`src/rtl/display_scan_ctrl_if.sv`:
```
// Bundle between the game logic and the scan controller: shadow-write inputs
// going in, committed display data and scan index coming out.
interface display_scan_ctrl_if;
   logic        en;
   logic        wr;
   logic [15:0] hexs_in;
   logic [3:0]  points_in;
   logic [3:0]  les_in;
   logic [1:0]  scan;
   logic [15:0] hexs;
   logic [3:0]  points;
   logic [3:0]  LEs;
   logic        pending;
   logic        frame_done;

   modport master (
      output en, wr, hexs_in, points_in, les_in,
      input  scan, hexs, points, LEs, pending, frame_done
   );

   modport slave (
      input  en, wr, hexs_in, points_in, les_in,
      output scan, hexs, points, LEs, pending, frame_done
   );
endinterface

```
`src/rtl/display_scan_ctrl.sv`:
```
// Refresh-rate digit scanner with a double-buffered display image that only
// swaps on frame boundaries (or immediately while scanning is paused).
module display_scan_ctrl #(
   parameter int CLK_DIV  = 100000,
   parameter bit BLANK_LZ = 1'b1
) (
   input  logic               clk,
   input  logic               rst,
   display_scan_ctrl_if.slave bus
);

   localparam int             CW   = $clog2(CLK_DIV);
   localparam logic [CW-1:0]  LAST = CW'(CLK_DIV - 1);

   logic [CW-1:0] r_count;
   logic [1:0]    r_scan;
   logic          r_frameDone;
   logic [15:0]   r_shHexs;
   logic [3:0]    r_shPoints;
   logic [3:0]    r_shLes;
   logic          r_pending;
   logic [15:0]   r_hexs;
   logic [3:0]    r_points;
   logic [3:0]    r_les;

   logic          w_tick;
   logic          w_boundary;
   logic          w_commit;
   logic [3:0]    w_lzMask;

   assign w_tick     = bus.en && (r_count == LAST);
   assign w_boundary = w_tick && (r_scan == 2'd3);
   assign w_commit   = w_boundary || !bus.en;

   // Leading-zero mask is derived from the shadow so it registers with the commit.
   always_comb begin
      w_lzMask = 4'b0000;
      if (BLANK_LZ) begin
         w_lzMask[3] = (r_shHexs[15:12] == 4'h0);
         w_lzMask[2] = w_lzMask[3] && (r_shHexs[11:8] == 4'h0);
         w_lzMask[1] = w_lzMask[2] && (r_shHexs[7:4] == 4'h0);
      end
   end

   always_ff @(posedge clk) begin
      if (rst) begin
         r_count     <= '0;
         r_scan      <= 2'd0;
         r_frameDone <= 1'b0;
      end else begin
         if (w_tick) begin
            r_count <= '0;
            r_scan  <= r_scan + 2'd1;
         end else if (bus.en) begin
            r_count <= r_count + 1'b1;
         end
         r_frameDone <= w_boundary;
      end
   end

   // A commit on the same edge as a write takes the old shadow; the new data waits.
   always_ff @(posedge clk) begin
      if (rst) begin
         r_shHexs   <= 16'h0000;
         r_shPoints <= 4'h0;
         r_shLes    <= 4'h0;
         r_pending  <= 1'b0;
         r_hexs     <= 16'h0000;
         r_points   <= 4'h0;
         r_les      <= 4'hF;
      end else begin
         if (w_commit && r_pending) begin
            r_hexs   <= r_shHexs;
            r_points <= r_shPoints;
            r_les    <= r_shLes | w_lzMask;
         end
         if (bus.wr) begin
            r_shHexs   <= bus.hexs_in;
            r_shPoints <= bus.points_in;
            r_shLes    <= bus.les_in;
            r_pending  <= 1'b1;
         end else if (w_commit) begin
            r_pending  <= 1'b0;
         end
      end
   end

   assign bus.scan       = r_scan;
   assign bus.hexs       = r_hexs;
   assign bus.points     = r_points;
   assign bus.LEs        = r_les;
   assign bus.pending    = r_pending;
   assign bus.frame_done = r_frameDone;

endmodule

```
`src/flat_wrapper.sv`:
```
// flat-port wrapper written by rule: the top's interface ports become plain ports
module display_scan_ctrl_flat 
#(
   parameter int CLK_DIV  = 100000,
   parameter bit BLANK_LZ = 1'b1
)
  (clk, rst, bus_en, bus_wr, bus_hexs_in, bus_points_in, bus_les_in, bus_scan, bus_hexs, bus_points, bus_LEs, bus_pending, bus_frame_done);
  display_scan_ctrl_if bus_i ();
  input  logic clk;
  input  logic rst;
  input wire logic [$bits(bus_i.en)-1:0] bus_en;
  input wire logic [$bits(bus_i.wr)-1:0] bus_wr;
  input wire logic [$bits(bus_i.hexs_in)-1:0] bus_hexs_in;
  input wire logic [$bits(bus_i.points_in)-1:0] bus_points_in;
  input wire logic [$bits(bus_i.les_in)-1:0] bus_les_in;
  output wire logic [$bits(bus_i.scan)-1:0] bus_scan;
  output wire logic [$bits(bus_i.hexs)-1:0] bus_hexs;
  output wire logic [$bits(bus_i.points)-1:0] bus_points;
  output wire logic [$bits(bus_i.LEs)-1:0] bus_LEs;
  output wire logic [$bits(bus_i.pending)-1:0] bus_pending;
  output wire logic [$bits(bus_i.frame_done)-1:0] bus_frame_done;
  assign bus_i.en = bus_en;
  assign bus_i.wr = bus_wr;
  assign bus_i.hexs_in = bus_hexs_in;
  assign bus_i.points_in = bus_points_in;
  assign bus_i.les_in = bus_les_in;
  assign bus_scan = bus_i.scan;
  assign bus_hexs = bus_i.hexs;
  assign bus_points = bus_i.points;
  assign bus_LEs = bus_i.LEs;
  assign bus_pending = bus_i.pending;
  assign bus_frame_done = bus_i.frame_done;
  display_scan_ctrl #(.CLK_DIV(CLK_DIV), .BLANK_LZ(BLANK_LZ)) u_core (.clk(clk), .rst(rst), .bus(bus_i));
endmodule
```
`config.mk`:
```
export PLATFORM = sky130hd
export DESIGN_NAME = display_scan_ctrl_flat
export DESIGN_NICKNAME = d
export VERILOG_FILES = /design/src/rtl/display_scan_ctrl_if.sv /design/src/rtl/display_scan_ctrl.sv /design/src/flat_wrapper.sv
export SDC_FILE = /design/constraint.sdc
export NUM_CORES = 1
export LEC_CHECK = 0
export CAP_MARGIN = 40
export CORE_MARGIN = 4
export CORE_UTILIZATION = 46
export DETAILED_ROUTE_END_ITERATION = 6
export PLACE_DENSITY = 0.75
export SLEW_MARGIN = 20
export SYNTH_ARGS = -nofsm -noshare
export SYNTH_HDL_FRONTEND = slang
export SYNTH_SLANG_ARGS = --single-unit
```
`constraint.sdc`:
```
create_clock -name clk -period 2.1 [get_ports clk]
set_clock_uncertainty 0.2 [all_clocks]
set_input_delay 0.42 -clock clk [delete_from_list [all_inputs] [get_ports clk]]
set_output_delay 0.42 -clock clk [all_outputs]
set_load 0.02 [all_outputs]
```
**Yosys cells after proc, flatten, opt, wreduce, memory -nomap -nowiden**

Index checks and enable logic that the tools add are counted.

- Register bits after elaboration: 69

- Bitwise gates (word level): 1
- Reductions and logical operators: 12
- Mux-type cells: 2
- Equality and inequality tests: 2
- $add $sub $neg: 2

Operators with widths:

| cell | count |
|---|---|
| $add 17x1->17 const B | 1 |
| $eq 17x17->1 const B | 1 |
| $logic_not 4->1 | 3 |
| $logic_and 1x1->1 | 5 |
| $or 4x4->4 | 1 |
| $add 2x1->2 const B | 1 |
| $eq 2x2->1 const B | 1 |
| $mux 1 | 2 |
| $reduce_bool 2->1 | 1 |
| $reduce_or 2->1 | 1 |
| $logic_not 1->1 | 1 |
| $logic_or 1x1->1 | 1 |

**Depth between registers and ports, before layout**

- Depth after elaboration: 6
- Gate-level depth with buffers: 7
- Mapped depth without buffers: 5

**Least setup slack after synthesis**

No wires, ideal clock.

- Kind: input to register
- Start point: input bus_en
- End point: register u_core.r_les[1], in the netlist u_core.bus.LEs[1]
- Arrival time: 1.874 ns
- Path buffers: 3
- Path slack: -0.101 ns
- Stages: 7
- Cells stage by stage: buf_4 -> nand3_1 -> or4_1 -> o31a_1 -> buf_6 -> buf_12 -> mux2i_1

- Longest elaborated chain between the ends: 4

Ends and longest elaborated chain:

| item | RTL line | RTL |
|---|---|---|
| from (decl) | flat_wrapper.sv:11 | `input wire logic [$bits(bus_i.en)-1:0] bus_en;` |
| $logic_and 1x1->1 | display_scan_ctrl.sv:31 | `assign w_tick = bus.en && (r_count == LAST);` |
| $logic_and 1x1->1 | display_scan_ctrl.sv:32 | `assign w_boundary = w_tick && (r_scan == 2'd3);` |
| $logic_or 1x1->1 (*) | display_scan_ctrl.sv:33 | `assign w_commit = w_boundary \|\| !bus.en;` |
| $logic_and 1x1->1 (*) | display_scan_ctrl.sv:72 | `if (w_commit && r_pending) begin` |
| to (signal assigned) | display_scan_ctrl.sv:75 | `r_les <= r_shLes \| w_lzMask;` |
| to (decl) | display_scan_ctrl.sv:24 | `logic [3:0] r_les;` |

Mark *: on every way between the ends. The rest lies on a longest branch, timed or not.
A chain may end at the register's enable or synchronous reset.

**Worst setup path in the final report**

- Start point: register u_core.r_count[1]
- End point: register u_core.r_hexs[1], in the netlist u_core.bus.hexs[1]

- Longest elaborated chain between the ends: 5

Ends and longest elaborated chain:

| item | RTL line | RTL |
|---|---|---|
| from (decl) | display_scan_ctrl.sv:15 | `logic [CW-1:0] r_count;` |
| from (signal assigned) | display_scan_ctrl.sv:55 | `r_count <= r_count + 1'b1;` |
| $eq 17x17->1 | display_scan_ctrl.sv:31 |  |
| $logic_and 1x1->1 | display_scan_ctrl.sv:31 |  |
| $logic_and 1x1->1 | display_scan_ctrl.sv:32 |  |
| $logic_or 1x1->1 | display_scan_ctrl.sv:33 |  |
| $logic_and 1x1->1 | display_scan_ctrl.sv:72 |  |
| to (signal assigned) | display_scan_ctrl.sv:73 | `r_hexs <= r_shHexs;` |
| to (decl) | display_scan_ctrl.sv:22 | `logic [15:0] r_hexs;` |

No other way between the ends.

==> results.json <==
{
  "vias": 2255,
  "wl_per_cell_um": 14.04,
  "dieArea_um2": 7672,
  "via_per_inst": 4.989,
  "status": "finished with violations",
  "synth.avg_cell_area_um2": 9.845,
  "hold_depth": 2,
  "worst_slack_ns": -0.01402,
  "clockPowerShare": 0.441,
  "die_w_um": 87.59,
  "clkLatencyLatePin_ns": 0.34,
  "start_util": 0.4836,
  "diodes": 0,
  "finalHoldViolCount": 0,
  "whs_endpoint": "u_core.bus.hexs[2]",
  "grt_pass1_vias": 2240,
  "grt_max_degree": 31,
  "fin_cells": 452,
  "synth.top_cells.by_count": "69 x dfxtp_1, 49 x mux2i_1, 42 x nand2b_1, 42 x nor2_1, 10 x clkbuf_1",
  "violations": "negative setup slack",
  "ys_types": 35,
  "io_pins": 56,
  "met3WireLength_um": 336,
  "p_switching_mw": 0.6744,
  "cts-htree-levels": 3,
  "end_kind": "register",
  "clk_pin_slew_ns": 0.07,
  "worst_setup_path_start_kind": "register",
  "synth_top_cell_by_area": "dfxtp_1",
  "gp_congestion": 0.7791,
  "dr.max_layer_used": "met4",
  "power_density_nw_per_um2": 748.4,
  "finalSetupTns_ns": -0.09302,
  "ys_seq_area_frac": 0.4740,
  "tightest_slew_ns": 0.5339,
  "first_iter_violations": 71,
  "die_h_um": 87.59,
  "route.met2.wl_mm": 2.993,
  "final_area_um2": 3986,
  "rsz0062_at_grt": "yes",
  "finalCritPeriodShare": 1.007,
  "netlist_instances": 296,
  "wl_mm": 6.348,
  "period_needed_ns": 2.114,
  "synth_top_area_frac": 0.4740,
  "swShare": 0.2261,
  "fmax_ghz": 0.4730,
  "grt_pass1_wl_mm": 10.38,
  "fp.coreArea_um2": 6026,
  "cts_tree": "yes",
  "synth_top_flop_cell": "dfxtp_1",
  "cp_max_fo": 12,
  "seqPwrFrac": 0.464,
  "holdCritStartpoint": "u_core.r_shHexs[2]",
  "maxCapViolations": 0,
  "dpl.hpwl_mm": 4.267,
  "worstHoldPathType": "reg2reg",
  "cts.sinks": 69,
  "synth_edf_count": 0,
  "grt_use_total": 0.1770,
  "drcViolationCount": 0,
  "leakage_nw": 1.701,
  "syn_area_um2": 2914,
  "slew_headroom": 0.6408,
  "synthArstFlopShare": 0,
  "netlist_top_cells_area": "dfxtp_1 47%, mux2i_1 17%, nand2b_1 9.0%",
  "postRouteAntennaNets": 0,
  "wl_met1_mm": 2.882,
  "grt_overflow": 0,
  "cp_data_arrival_time_ns": 2.14,
  "vdd_drop_max_v": 0.0005783,
  "slew_viol_final": 0,
  "ff2ff_path_depth": 6,
  "first_pass_iters": 4,
  "post-route-util": 0.6615,
  "whs_ns": 0.2688,
  "cts_root_buffer": "clkbuf_8",
  "placed_area_um2": 3650,
  "yosys_warnings": 0,
  "p_int_mw": 2.309,
  "nets": 402,
  "regToRegSetupSlack_ns": -0.01,
  "dp.cells": 432,
  "cts.path.max_buffers": 2,
  "num_rows": 28,
  "combPwrFrac": 0.095,
  "crit_type": "reg2reg",
  "numPortBuffers": 55,
  "cts_inserted_buffers": 9,
  "rr_endpoint": "u_core.bus.hexs[1]",
  "crit_required_ns": 2.13,
  "antenna_found_initial": 0,
  "ys_ff_latch": 69,
  "setup_viol": 15,
  "syn2layout_area_growth_pct": 36.80,
  "timing.rr.start": "u_core.r_count[1]",
  "synth_fp_nets": 326,
  "drive_gt1_frac": 0.1538,
  "synth.most_common_cell": "dfxtp_1"
}
==> through the flow <==
stage                     worst slack (ns)  power (mW)
after floorplan                   -0.01650       1.565
after global placement             -0.3509       1.672
after detailed placement           -0.3858       1.679
after CTS                         -0.02330       3.007
after global routing              -0.06017       3.092
final                             -0.01402       2.984
==> layout make-up <==
type,count,area (um2)
fill,477,2039
multi-input combinational,207,1444
sequential,69,1386
timing repair buffer,82,804.5
clock buffer,9,123.9
clock inverter,7,122.6
tap,75,93.84
inverter,3,11.26
==> flip-flops by register name, summed over array words and instances (netlist names) <==
| name | flops |
|---|---|
| u_core.r_count | 17 |
| u_core.bus.hexs | 16 |
| u_core.r_shHexs | 16 |
| u_core.bus.LEs | 4 |
| u_core.bus.points | 4 |
| u_core.r_shLes | 4 |
| u_core.r_shPoints | 4 |
| u_core.bus.scan | 2 |
| u_core.bus.frame_done | 1 |
| u_core.bus.pending | 1 |
==> worst max path at each step <==
stage / depth (start not counted) / slack (ns) / end / from
final: 6 / -0.01 / u_core.bus.hexs[1] / u_core.r_count[1]
after global routing: 6 / -0.06 / u_core.bus.LEs[1] / u_core.r_count[1]
after CTS: 5 / -0.02 / u_core.bus.scan[0] / u_core.r_count[11]
after detailed placement: 6 / -0.39 / u_core.bus.scan[0] / bus_en
after global placement: 6 / -0.35 / u_core.bus.scan[0] / bus_en
after floorplan: 6 / -0.02 / u_core.bus.LEs[1] / u_core.r_count[11]
==> power by group through the flow <==
stage	sequential [mW]	combinational (mW)	clock [mW]
finish	1.38	0.283	1.32
global route	1.39	0.307	1.40
detailed placement	1.41	0.267	0
floorplan	1.42	0.144	0
global placement	1.41	0.262	0
CTS	1.38	0.282	1.34
==> timing repair <==
| action | 4_1_cts | 5_1_grt |
|---|---|---|
| hold buffers | 0 | 0 |
| gates cloned | 1 | 0 |
| pin swaps | 3 | 2 |
| setup buffers | 2 | 1 |
| endpoints found under the setup margin | 25 | 26 |
| gates resized for setup | 10 | 4 |
| endpoints found under the hold margin | 0 | 0 |
==> layer usage <==
metal / up-vias / track usage
li1: 1163 / -
met1: 1030 / 0.2176
met3: 12 / 0.03951
met2: 50 / 0.2877
met4: 0 / 0.09623
met5: - / 0
==> layout by cell type (no fill, tap or decap), types with 2 or more instances in the layout <==
master / instances
dfxtp_1: 65
clkdlybuf4s50_1: 53
mux2i_1: 49
nor2_1: 42
nand2b_1: 42
buf_4: 23
nand2_1: 9
xor2_1: 9
clkbuf_8: 9
a21oi_1: 7
o21ai_0: 6
nand4_1: 5
nor4_1: 5
and3_1: 4
or3_1: 4
dfxtp_2: 4
nand3_1: 3
inv_1: 3
bufinv_16: 3
buf_12: 3
or4b_4: 2
xnor2_1: 2
clkinvlp_4: 2
==> logic make-up after synthesis <==
group / synth area share
multiplexers: 0.1683
adder cells (fa/ha/maj): 0.008586
buffers and inverters: 0.04466
XOR/XNOR: 0.03306
AND/OR/NAND/NOR: 0.2306
flip-flops: 0.4740
AO/OA/AOI/OAI: 0.04080
==> critical path, stage by stage, from the launching register on <==
cell	delay (ns)
dfxtp_2	0.36
ha_4	0.15
nand3_2	0.09
or4_4	0.50
o31a_4	0.41
buf_12	0.17
mux2i_1	0.12
Power figures use the tool's default switching activity.
